==> src/rtl/load_store_unit_if.sv <==
// load_store_unit_if
// Groups the three channels around the load/store unit:
//   request  : req_valid/req_ready handshake plus we/size/signed/addr/wdata/tag
//   response : resp_valid/resp_ready handshake plus rdata/tag/is_load/fault
//   memory   : mem_read/mem_write/mem_address/mem_write_data out, mem_read_data in
// Modports:
//   slave  - the load/store unit side
//   master - the pipeline / memory side (execute, writeback, data_memory)
interface load_store_unit_if #(
    parameter int ADDR_W = 16,
    parameter int DATA_W = 16,
    parameter int TAG_W  = 3
);
    logic              req_valid;
    logic              req_ready;
    logic              req_we;
    logic              req_size;
    logic              req_signed;
    logic [ADDR_W-1:0] req_addr;
    logic [DATA_W-1:0] req_wdata;
    logic [TAG_W-1:0]  req_tag;

    logic              resp_valid;
    logic              resp_ready;
    logic [DATA_W-1:0] resp_rdata;
    logic [TAG_W-1:0]  resp_tag;
    logic              resp_is_load;
    logic              resp_fault;

    logic              mem_read;
    logic              mem_write;
    logic [ADDR_W-1:0] mem_address;
    logic [DATA_W-1:0] mem_write_data;
    logic [DATA_W-1:0] mem_read_data;

    modport slave (
        input  req_valid, req_we, req_size, req_signed, req_addr, req_wdata, req_tag,
        output req_ready,
        output resp_valid, resp_rdata, resp_tag, resp_is_load, resp_fault,
        input  resp_ready,
        output mem_read, mem_write, mem_address, mem_write_data,
        input  mem_read_data
    );

    modport master (
        output req_valid, req_we, req_size, req_signed, req_addr, req_wdata, req_tag,
        input  req_ready,
        input  resp_valid, resp_rdata, resp_tag, resp_is_load, resp_fault,
        output resp_ready,
        input  mem_read, mem_write, mem_address, mem_write_data,
        output mem_read_data
    );
endinterface

==> src/rtl/load_store_unit.sv <==
// load_store_unit
// Memory-access stage between execute and data_memory. Accepts one request
// at a time, checks alignment and range, drives data_memory, hides its
// one-cycle registered read latency and returns a tagged response.
// Ports:
//   clk   - system clock, rising edge
//   reset - synchronous, active-high
//   bus   - load_store_unit_if.slave (request, response and memory channels)
// Build option:
//   LSU_BYTE_ACCESS_EN - when defined, byte loads (signed/unsigned) and byte
//   stores (read-modify-write) are supported; otherwise every byte request
//   faults without touching memory.
//
// state | meaning
// IDLE  | req_ready=1, waiting for a request
// ISSUE | memory strobe high for exactly this cycle
// WAIT  | mem_read_data valid this cycle only; capture it
// MERGE | byte store: merged word written (byte build only)
// RESP  | resp_valid=1, held until resp_ready
module load_store_unit #(
    parameter int ADDR_W    = 16,
    parameter int DATA_W    = 16,
    parameter int MEM_WORDS = 64,
    parameter int TAG_W     = 3
) (
    input logic                 clk,
    input logic                 reset,
    load_store_unit_if.slave    bus
);

`ifdef LSU_BYTE_ACCESS_EN
    typedef enum logic [2:0] {
        IDLE  = 3'd0,
        ISSUE = 3'd1,
        WAIT  = 3'd2,
        MERGE = 3'd3,
        RESP  = 3'd4
    } state_t;
`else
    typedef enum logic [2:0] {
        IDLE  = 3'd0,
        ISSUE = 3'd1,
        WAIT  = 3'd2,
        RESP  = 3'd4
    } state_t;
`endif

    // One bit wider than the address so 2*MEM_WORDS never wraps.
    localparam logic [ADDR_W:0] ADDR_LIMIT = (ADDR_W + 1)'(2 * MEM_WORDS);

    state_t state;
    logic   l_we;
    logic   req_fault;
    logic [DATA_W-1:0] load_fmt;

`ifdef LSU_BYTE_ACCESS_EN
    logic       l_size;
    logic       l_signed;
    logic       l_lane;
    logic [7:0] l_wbyte;
    logic [7:0] rd_byte;
    logic [DATA_W-1:0] merge_word;
`endif

    always_comb begin
        req_fault = 1'b0;
        if (!bus.req_size && bus.req_addr[0])
            req_fault = 1'b1;
        if ({1'b0, bus.req_addr} >= ADDR_LIMIT)
            req_fault = 1'b1;
`ifndef LSU_BYTE_ACCESS_EN
        if (bus.req_size)
            req_fault = 1'b1;
`endif
    end

`ifdef LSU_BYTE_ACCESS_EN
    // Lane select and formatting work on the word returned in WAIT; the
    // memory drives zero on any other cycle, so nothing here is reused later.
    always_comb begin
        rd_byte    = l_lane ? bus.mem_read_data[15:8] : bus.mem_read_data[7:0];
        merge_word = bus.mem_read_data;
        if (l_lane)
            merge_word[15:8] = l_wbyte;
        else
            merge_word[7:0] = l_wbyte;
        if (!l_size)
            load_fmt = bus.mem_read_data;
        else if (l_signed)
            load_fmt = {{(DATA_W-8){rd_byte[7]}}, rd_byte};
        else
            load_fmt = {{(DATA_W-8){1'b0}}, rd_byte};
    end
`else
    always_comb begin
        load_fmt = bus.mem_read_data;
    end
`endif

    always_ff @(posedge clk) begin
        if (reset) begin
            state              <= IDLE;
            l_we               <= 1'b0;
            bus.req_ready      <= 1'b1;
            bus.resp_valid     <= 1'b0;
            bus.resp_rdata     <= '0;
            bus.resp_tag       <= '0;
            bus.resp_is_load   <= 1'b0;
            bus.resp_fault     <= 1'b0;
            bus.mem_read       <= 1'b0;
            bus.mem_write      <= 1'b0;
            bus.mem_address    <= '0;
            bus.mem_write_data <= '0;
`ifdef LSU_BYTE_ACCESS_EN
            l_size             <= 1'b0;
            l_signed           <= 1'b0;
            l_lane             <= 1'b0;
            l_wbyte            <= '0;
`endif
        end else begin
            case (state)
                IDLE: begin
                    if (bus.req_valid && bus.req_ready) begin
                        l_we             <= bus.req_we;
`ifdef LSU_BYTE_ACCESS_EN
                        l_size           <= bus.req_size;
                        l_signed         <= bus.req_signed;
                        l_lane           <= bus.req_addr[0];
                        l_wbyte          <= bus.req_wdata[7:0];
`endif
                        // Response fields are set up now; they are only
                        // observed once resp_valid rises.
                        bus.req_ready    <= 1'b0;
                        bus.resp_tag     <= bus.req_tag;
                        bus.resp_is_load <= !bus.req_we;
                        bus.resp_rdata   <= '0;
                        bus.resp_fault   <= req_fault;
                        if (req_fault) begin
                            bus.resp_valid <= 1'b1;
                            state          <= RESP;
                        end else begin
                            bus.mem_address    <= bus.req_addr;
                            bus.mem_write_data <= bus.req_wdata;
                            // Byte stores read first, then write the merged word.
                            bus.mem_read       <= !bus.req_we || bus.req_size;
                            bus.mem_write      <= bus.req_we && !bus.req_size;
                            state              <= ISSUE;
                        end
                    end
                end

                ISSUE: begin
                    bus.mem_read  <= 1'b0;
                    bus.mem_write <= 1'b0;
`ifdef LSU_BYTE_ACCESS_EN
                    if (l_we && !l_size) begin
`else
                    if (l_we) begin
`endif
                        bus.resp_valid <= 1'b1;
                        state          <= RESP;
                    end else begin
                        state <= WAIT;
                    end
                end

                WAIT: begin
`ifdef LSU_BYTE_ACCESS_EN
                    if (l_we) begin
                        bus.mem_write_data <= merge_word;
                        bus.mem_write      <= 1'b1;
                        state              <= MERGE;
                    end else begin
                        bus.resp_rdata <= load_fmt;
                        bus.resp_valid <= 1'b1;
                        state          <= RESP;
                    end
`else
                    bus.resp_rdata <= load_fmt;
                    bus.resp_valid <= 1'b1;
                    state          <= RESP;
`endif
                end

`ifdef LSU_BYTE_ACCESS_EN
                MERGE: begin
                    bus.mem_write  <= 1'b0;
                    bus.resp_valid <= 1'b1;
                    state          <= RESP;
                end
`endif

                RESP: begin
                    if (bus.resp_ready) begin
                        bus.resp_valid <= 1'b0;
                        bus.req_ready  <= 1'b1;
                        state          <= IDLE;
                    end
                end

                default: begin
                    bus.resp_valid <= 1'b0;
                    bus.req_ready  <= 1'b1;
                    bus.mem_read   <= 1'b0;
                    bus.mem_write  <= 1'b0;
                    state          <= IDLE;
                end
            endcase
        end
    end

endmodule
==> src/flat_wrapper.sv <==
// flat-port wrapper written by rule: the top's interface ports become plain ports
module load_store_unit_flat 
#(
    parameter int ADDR_W    = 16,
    parameter int DATA_W    = 16,
    parameter int MEM_WORDS = 64,
    parameter int TAG_W     = 3
)
  (clk, reset, bus_req_valid, bus_req_we, bus_req_size, bus_req_signed, bus_req_addr, bus_req_wdata, bus_req_tag, bus_req_ready, bus_resp_valid, bus_resp_rdata, bus_resp_tag, bus_resp_is_load, bus_resp_fault, bus_resp_ready, bus_mem_read, bus_mem_write, bus_mem_address, bus_mem_write_data, bus_mem_read_data);
  load_store_unit_if #(.ADDR_W(ADDR_W), .DATA_W(DATA_W), .TAG_W(TAG_W)) bus_i ();
  input logic clk;
  input logic reset;
  input wire logic [$bits(bus_i.req_valid)-1:0] bus_req_valid;
  input wire logic [$bits(bus_i.req_we)-1:0] bus_req_we;
  input wire logic [$bits(bus_i.req_size)-1:0] bus_req_size;
  input wire logic [$bits(bus_i.req_signed)-1:0] bus_req_signed;
  input wire logic [$bits(bus_i.req_addr)-1:0] bus_req_addr;
  input wire logic [$bits(bus_i.req_wdata)-1:0] bus_req_wdata;
  input wire logic [$bits(bus_i.req_tag)-1:0] bus_req_tag;
  output wire logic [$bits(bus_i.req_ready)-1:0] bus_req_ready;
  output wire logic [$bits(bus_i.resp_valid)-1:0] bus_resp_valid;
  output wire logic [$bits(bus_i.resp_rdata)-1:0] bus_resp_rdata;
  output wire logic [$bits(bus_i.resp_tag)-1:0] bus_resp_tag;
  output wire logic [$bits(bus_i.resp_is_load)-1:0] bus_resp_is_load;
  output wire logic [$bits(bus_i.resp_fault)-1:0] bus_resp_fault;
  input wire logic [$bits(bus_i.resp_ready)-1:0] bus_resp_ready;
  output wire logic [$bits(bus_i.mem_read)-1:0] bus_mem_read;
  output wire logic [$bits(bus_i.mem_write)-1:0] bus_mem_write;
  output wire logic [$bits(bus_i.mem_address)-1:0] bus_mem_address;
  output wire logic [$bits(bus_i.mem_write_data)-1:0] bus_mem_write_data;
  input wire logic [$bits(bus_i.mem_read_data)-1:0] bus_mem_read_data;
  assign bus_i.req_valid = bus_req_valid;
  assign bus_i.req_we = bus_req_we;
  assign bus_i.req_size = bus_req_size;
  assign bus_i.req_signed = bus_req_signed;
  assign bus_i.req_addr = bus_req_addr;
  assign bus_i.req_wdata = bus_req_wdata;
  assign bus_i.req_tag = bus_req_tag;
  assign bus_req_ready = bus_i.req_ready;
  assign bus_resp_valid = bus_i.resp_valid;
  assign bus_resp_rdata = bus_i.resp_rdata;
  assign bus_resp_tag = bus_i.resp_tag;
  assign bus_resp_is_load = bus_i.resp_is_load;
  assign bus_resp_fault = bus_i.resp_fault;
  assign bus_i.resp_ready = bus_resp_ready;
  assign bus_mem_read = bus_i.mem_read;
  assign bus_mem_write = bus_i.mem_write;
  assign bus_mem_address = bus_i.mem_address;
  assign bus_mem_write_data = bus_i.mem_write_data;
  assign bus_i.mem_read_data = bus_mem_read_data;
  load_store_unit #(.ADDR_W(ADDR_W), .DATA_W(DATA_W), .MEM_WORDS(MEM_WORDS), .TAG_W(TAG_W)) u_core (.clk(clk), .reset(reset), .bus(bus_i));
endmodule
==> config.mk <==
export PLATFORM = sky130hd
export DESIGN_NAME = load_store_unit_flat
export DESIGN_NICKNAME = d
export VERILOG_FILES = /design/src/rtl/load_store_unit_if.sv /design/src/rtl/load_store_unit.sv /design/src/flat_wrapper.sv
export SDC_FILE = /design/constraint.sdc
export NUM_CORES = 1
export LEC_CHECK = 0
export CAP_MARGIN = 30
export CORE_ASPECT_RATIO = 1.1
export CORE_MARGIN = 3
export CORE_UTILIZATION = 41
export DETAILED_ROUTE_END_ITERATION = 8
export PLACE_DENSITY = 0.8
export SKIP_CTS_REPAIR_TIMING = 1
export SLEW_MARGIN = 20
export SYNTH_ARGS = -nofsm -noshare
export SYNTH_HDL_FRONTEND = slang
export SYNTH_SLANG_ARGS = --single-unit
==> constraint.sdc <==
create_clock -name clk -period 1.9 [get_ports clk]
set_input_delay 0.19 -clock clk [delete_from_list [all_inputs] [get_ports clk]]
set_output_delay 0.19 -clock clk [all_outputs]
set_load 0.03 [all_outputs]
=== Yosys cells after proc, flatten, opt, wreduce, memory -nomap -nowiden ===
Cells that the tools add are included.
W data, S select, Z words.

* Register bits: 61
* Input bits: 58
* Output and inout bits: 57
* Word-level logic and storage cells: 65

* $lt $le $gt $ge: 1
* Equal/unequal tests: 8
* Mux-type cells: 24
* Bitwise operators: 3
* Reductions and logical operators: 17

{| class="wikitable"
|+ Operators with widths
! operator !! count
|-
| $pmux W16 S2 || 1
|-
| $ge A16 B8 Y1 const B || 1
|-
| $mux W16 || 1
|-
| $mux W1 || 13
|-
| $mux W3 || 4
|-
| $pmux W3 S4 || 1
|-
| $reduce_and A3 Y1 || 3
|-
| $ne A2 B1 Y1 const B || 3
|-
| $reduce_and A2 Y1 || 3
|-
| $ne A2 B2 Y1 const B || 2
|-
| $pmux W1 S2 || 2
|-
| $pmux W1 S4 || 1
|-
| $reduce_and A4 Y1 || 1
|-
| $reduce_or A2 Y1 || 2
|-
| $eq A3 B1 Y1 const B || 1
|-
| $eq A3 B2 Y1 const B || 1
|-
| $eq A3 B3 Y1 const B || 1
|-
| $logic_and A1 B1 Y1 || 3
|-
| $logic_not A3 Y1 || 1
|-
| $not A1 Y1 || 3
|-
| $pmux W1 S3 || 1
|-
| $logic_not A1 Y1 || 2
|-
| $reduce_bool A2 Y1 || 1
|-
| $logic_or A1 B1 Y1 || 1
|}

=== Logic depth before layout (Yosys ltp) ===
Gate-level depths: netlist of run 1.

* Depth after elaboration: 8
* Gate-level depth with buffers: 7
* Mapped depth without buffers: 4

=== Least setup slack after synthesis of run 1 ===
OpenSTA, ideal clock, no wires.

* Path type: register to register
* From: register u_core.state[0]
* To: register u_core.bus.mem_address[5]
* Setup time: 132 ps
* Data arrival time: 1,292 ps
* Required time: 1,768 ps
* Slack: 476 ps
* Stages on the path, launching flop included: 8
* Path buffers: 3
* Clock period less this slack: 1,424 ps
* Cell sequence: dfxtp_1 buf_6 nor3_4 nand3_1 buf_2 buf_2 o21ai_0 a21oi_1

* Cells in the longest elaborated chain, start to end: 2

{| class="wikitable"
|+ RTL lines
! item !! line !! text
|-
| from (decl) || load_store_unit.sv:51 || <nowiki>state_t state;</nowiki>
|-
| from (signal assigned) || load_store_unit.sv:102 || <nowiki>state <= IDLE;</nowiki>
|-
| from (signal assigned) || load_store_unit.sv:140 || <nowiki>state <= RESP;</nowiki>
|-
| from (signal assigned) || load_store_unit.sv:147 || <nowiki>state <= ISSUE;</nowiki>
|-
| $logic_not A3 Y1 || load_store_unit.sv:121 || <nowiki>case (state)</nowiki>
|-
| $reduce_and A3 Y1 (no source line) || - ||
|-
| to (signal assigned) || load_store_unit.sv:142 || <nowiki>bus.mem_address <= bus.req_addr;</nowiki>
|-
| to (decl) || load_store_unit_if.sv:41 || <nowiki>output mem_read, mem_write, mem_address, mem_write_data,</nowiki>
|}

Every way passes these cells.
A chain may end at the register's enable or synchronous reset.

=== Worst setup path after layout of run 1 ===
* From: register u_core.bus.req_ready
* To: output port bus_req_ready

{| class="wikitable"
|+ RTL lines
! item !! line !! text
|-
| from (decl) || load_store_unit_if.sv:38 || <nowiki>output req_ready,</nowiki>
|-
| from (signal assigned) || load_store_unit.sv:104 || <nowiki>bus.req_ready <= 1'b1;</nowiki>
|-
| from (signal assigned) || load_store_unit.sv:133 || <nowiki>bus.req_ready <= 1'b0;</nowiki>
|-
| from (signal assigned) || load_store_unit.sv:196 || <nowiki>bus.req_ready <= 1'b1;</nowiki>
|-
| to (decl) || flat_wrapper.sv:20 || <nowiki>output wire logic [$bits(bus_i.req_ready)-1:0] bus_req_ready;</nowiki>
|}

No word-level cell between the ends.

==> results of run 1 <==
[where the power goes]
group / total, uW / switching (uW) / internal, uW / leakage, uW
Sequential: 1310 / 15.0 / 1290 / 0.000493
Clock: 988 / 515 / 473 / 0.0000774
Combinational: 313 / 137 / 176 / 0.000769
[routing by layer]
metal | track usage [%] | share of wire (%) | vias to the layer above
met4 | 8.295 | 0.52 | 0
met1 | 22.29 | 42 | 1088
met2 | 31.55 | 49 | 78
li1 | - | - | 1177
met3 | 5.797 | 8.2 | 4
met5 | 0 | 0 | -
[cell families (layout without fill, tap and decap cells)]
logic type / Yosys count / after routing / share of synthesized area [%]
flip-flops: 61 / 61 / 49.49
multiplexers: 2 / 2 / 0.9127
buffers and inverters: 27 / 140 / 8.012
AO/OA/AOI/OAI: 81 / 81 / 20.28
AND/OR/NAND/NOR: 102 / 102 / 21.30
[state kept, by name (all words and copies together) (netlist names), 3 cells and up]
name,flops
u_core.bus.mem_address,16
u_core.bus.resp_tag,3
u_core.bus.mem_write_data,16
u_core.bus.resp_rdata,16
u_core.state,3
[layout make-up]
| cell class | instances | area share [%] |
|---|---|---|
| repair buffers | 123 | 32.50 |
| flip-flops and latches | 61 | 32.37 |
| multi-input cells | 185 | 27.79 |
| clock buffers | 9 | 3.284 |
| well taps | 77 | 2.554 |
| clock inverters | 7 | 1.393 |
| inverters | 1 | 0.09950 |
[cell usage in the layout (no fill, tap or decap), drive strengths merged, types with 3 or more instances in the layout]
cell           netlist  final
clkbuf               9      9
o21ai               24     24
and2                11     11
dfxtp               61     61
nor2                21     21
nand2b               3      3
clkinv               0      3
nand3               27     27
clkinvlp             0      4
nand2               28     28
buf                 17     11
clkdlybuf4s50        0    112
nor3                 4      4
a21o                 3      3
a21oi               30     30
a2bb2oi             16     16
[per-stage QoR]
step                      worst slack, ns  instances  instance area (sq um)  util, %  power, uW
final                              0.2276        463                   3772    64.98       2610
after detailed placement          0.02323        447                   3596    61.94       1651
after CTS                          0.2185        463                   3772    64.98       2640
after global placement            0.05109        447                   3596    61.94       1647
after global routing               0.1036        463                   3772    64.98       2725
after floorplan                    0.4760        273                   2467        -       1494
[path summary, 6_finish.rpt]
kind | to | depth (start not counted) | slack, ns | startpoint
setup / recovery | bus_req_ready | 1 | 0.23 | u_core.bus.req_ready
hold / removal | u_core.bus.resp_rdata[9] | 2 | 0.40 | reset
setup reg to reg | u_core.bus.resp_rdata[8] | 4 | 0.23 | u_core.state[1]
hold reg to reg | u_core.bus.resp_tag[1] | 2 | 0.46 | u_core.bus.resp_tag[1]
==> metrics.txt, run 1 <==
post-synthesis sequential area ratio=49.49%; CP startpoint kind=flop; layout cells sized above 1=9.326%; Final min period=1.672 ns; Worst setup EP type=primary output; vias in the first global route=2252; ANT cells=0; CTS tree=yes; Max Slew Vio Count=0; Reg clk slew, reported paths=0.07 ns; critical path's largest stage delay=0.73 ns; worst-margin pin slew=0.6975 ns; Synth Net Count=331; top cells by area, synth=dfxtp_1, a21oi_1, a2bb2oi_1; RSZ-0062 raised after global routing=no; worst skew pair latency=0.33 ns; Post-synth ARST share=0%; Critical Path AT=1.48 ns; Yosys cell types=36; Fill cells=475; footprint of the multi-input gates=1049 sq um; Initial Util=42.50%; Die Ht=87.36 microns; TritonCTS buffer count=9; setup TNS=0 ns; Leak Pwr=0.001339 uW; maxcap violations=0; synthesized netlist cell count=273; Critical Path RT=1.71 ns; FP Rows=29; Final nets=439; Synth Area per Inst=9.038 sq um; Max VDD drop=606.2 uV; Detailed Route WL=6570 microns; Worst path slowest cell=clkdlybuf4s50_1; Clock Skews=0.005948 ns; Via density=5.069; kind of critical path=flop to primary output; Root Buffer=clkbuf_8; Sink Count=61; crit share post-route=88.02%; initial antenna violation count=0; largest net degree at the start of global routing=39; Ys Warns=0; pwr/cell area=691.8 nW/um^2; Synth Flop Type=dfxtp_1; Post-synth EDFFs=0; DRT iter0 DRCs=126; most common library cells after synthesis=dfxtp_1, a21oi_1, nand2_1; flops & latches, synth=61; slew margin rel.=53.50%; Max Fclk=597.9 MHz; crit path cell chain=clkdlybuf4s50_1; outcome=completed; IO buf count=113; share of the synthesized area in the top cell type=49.49%; Final Hold Viols=0; via count=2347; mapped cell area=2467 sq um; DPL Wire Length=4630 microns; htree depth=3; Die Width=79.97 microns; crit-path max FO=6; count leader, synth=dfxtp_1; GR Util All Layers=18.92%; DRC Markers=0; GP Congestion=0.7470; Setup Viol. Count Final=0; first-pass GRT wire length=10350 microns; post-DR wirelength/cell=14.19 microns; worst hold path type=primary input to flop; storage element area=1221 sq um; GRT overflow=0; cell taking the most area after synthesis=dfxtp_1; core area=5806 sq um; # IOs=115; Synth-to-Final Area Change=52.89%; WP buf/inv=1; clk buf depth=2; DRT Pass-1 Iters=4; DIE AREA=6986 sq um; Largest delay share family, worst path=buffers and inverters; Routed Antenna Nets=0; worst hold slack=0.3975 ns
(Power assumes the default switching activity.)
==> run 2, diff against run 1 <==
CAP_MARGIN = 15   (was 30)
==> results of run 2 <==
Same layout as run 1: the final DEF is identical, and so are final timing and power.
==> run 3, diff against run 2 <==
CTS_CLUSTER_SIZE = 24   (was default)
==> results of run 3 <==
Same layout as run 1: the final DEF is identical, and so are final timing and power.
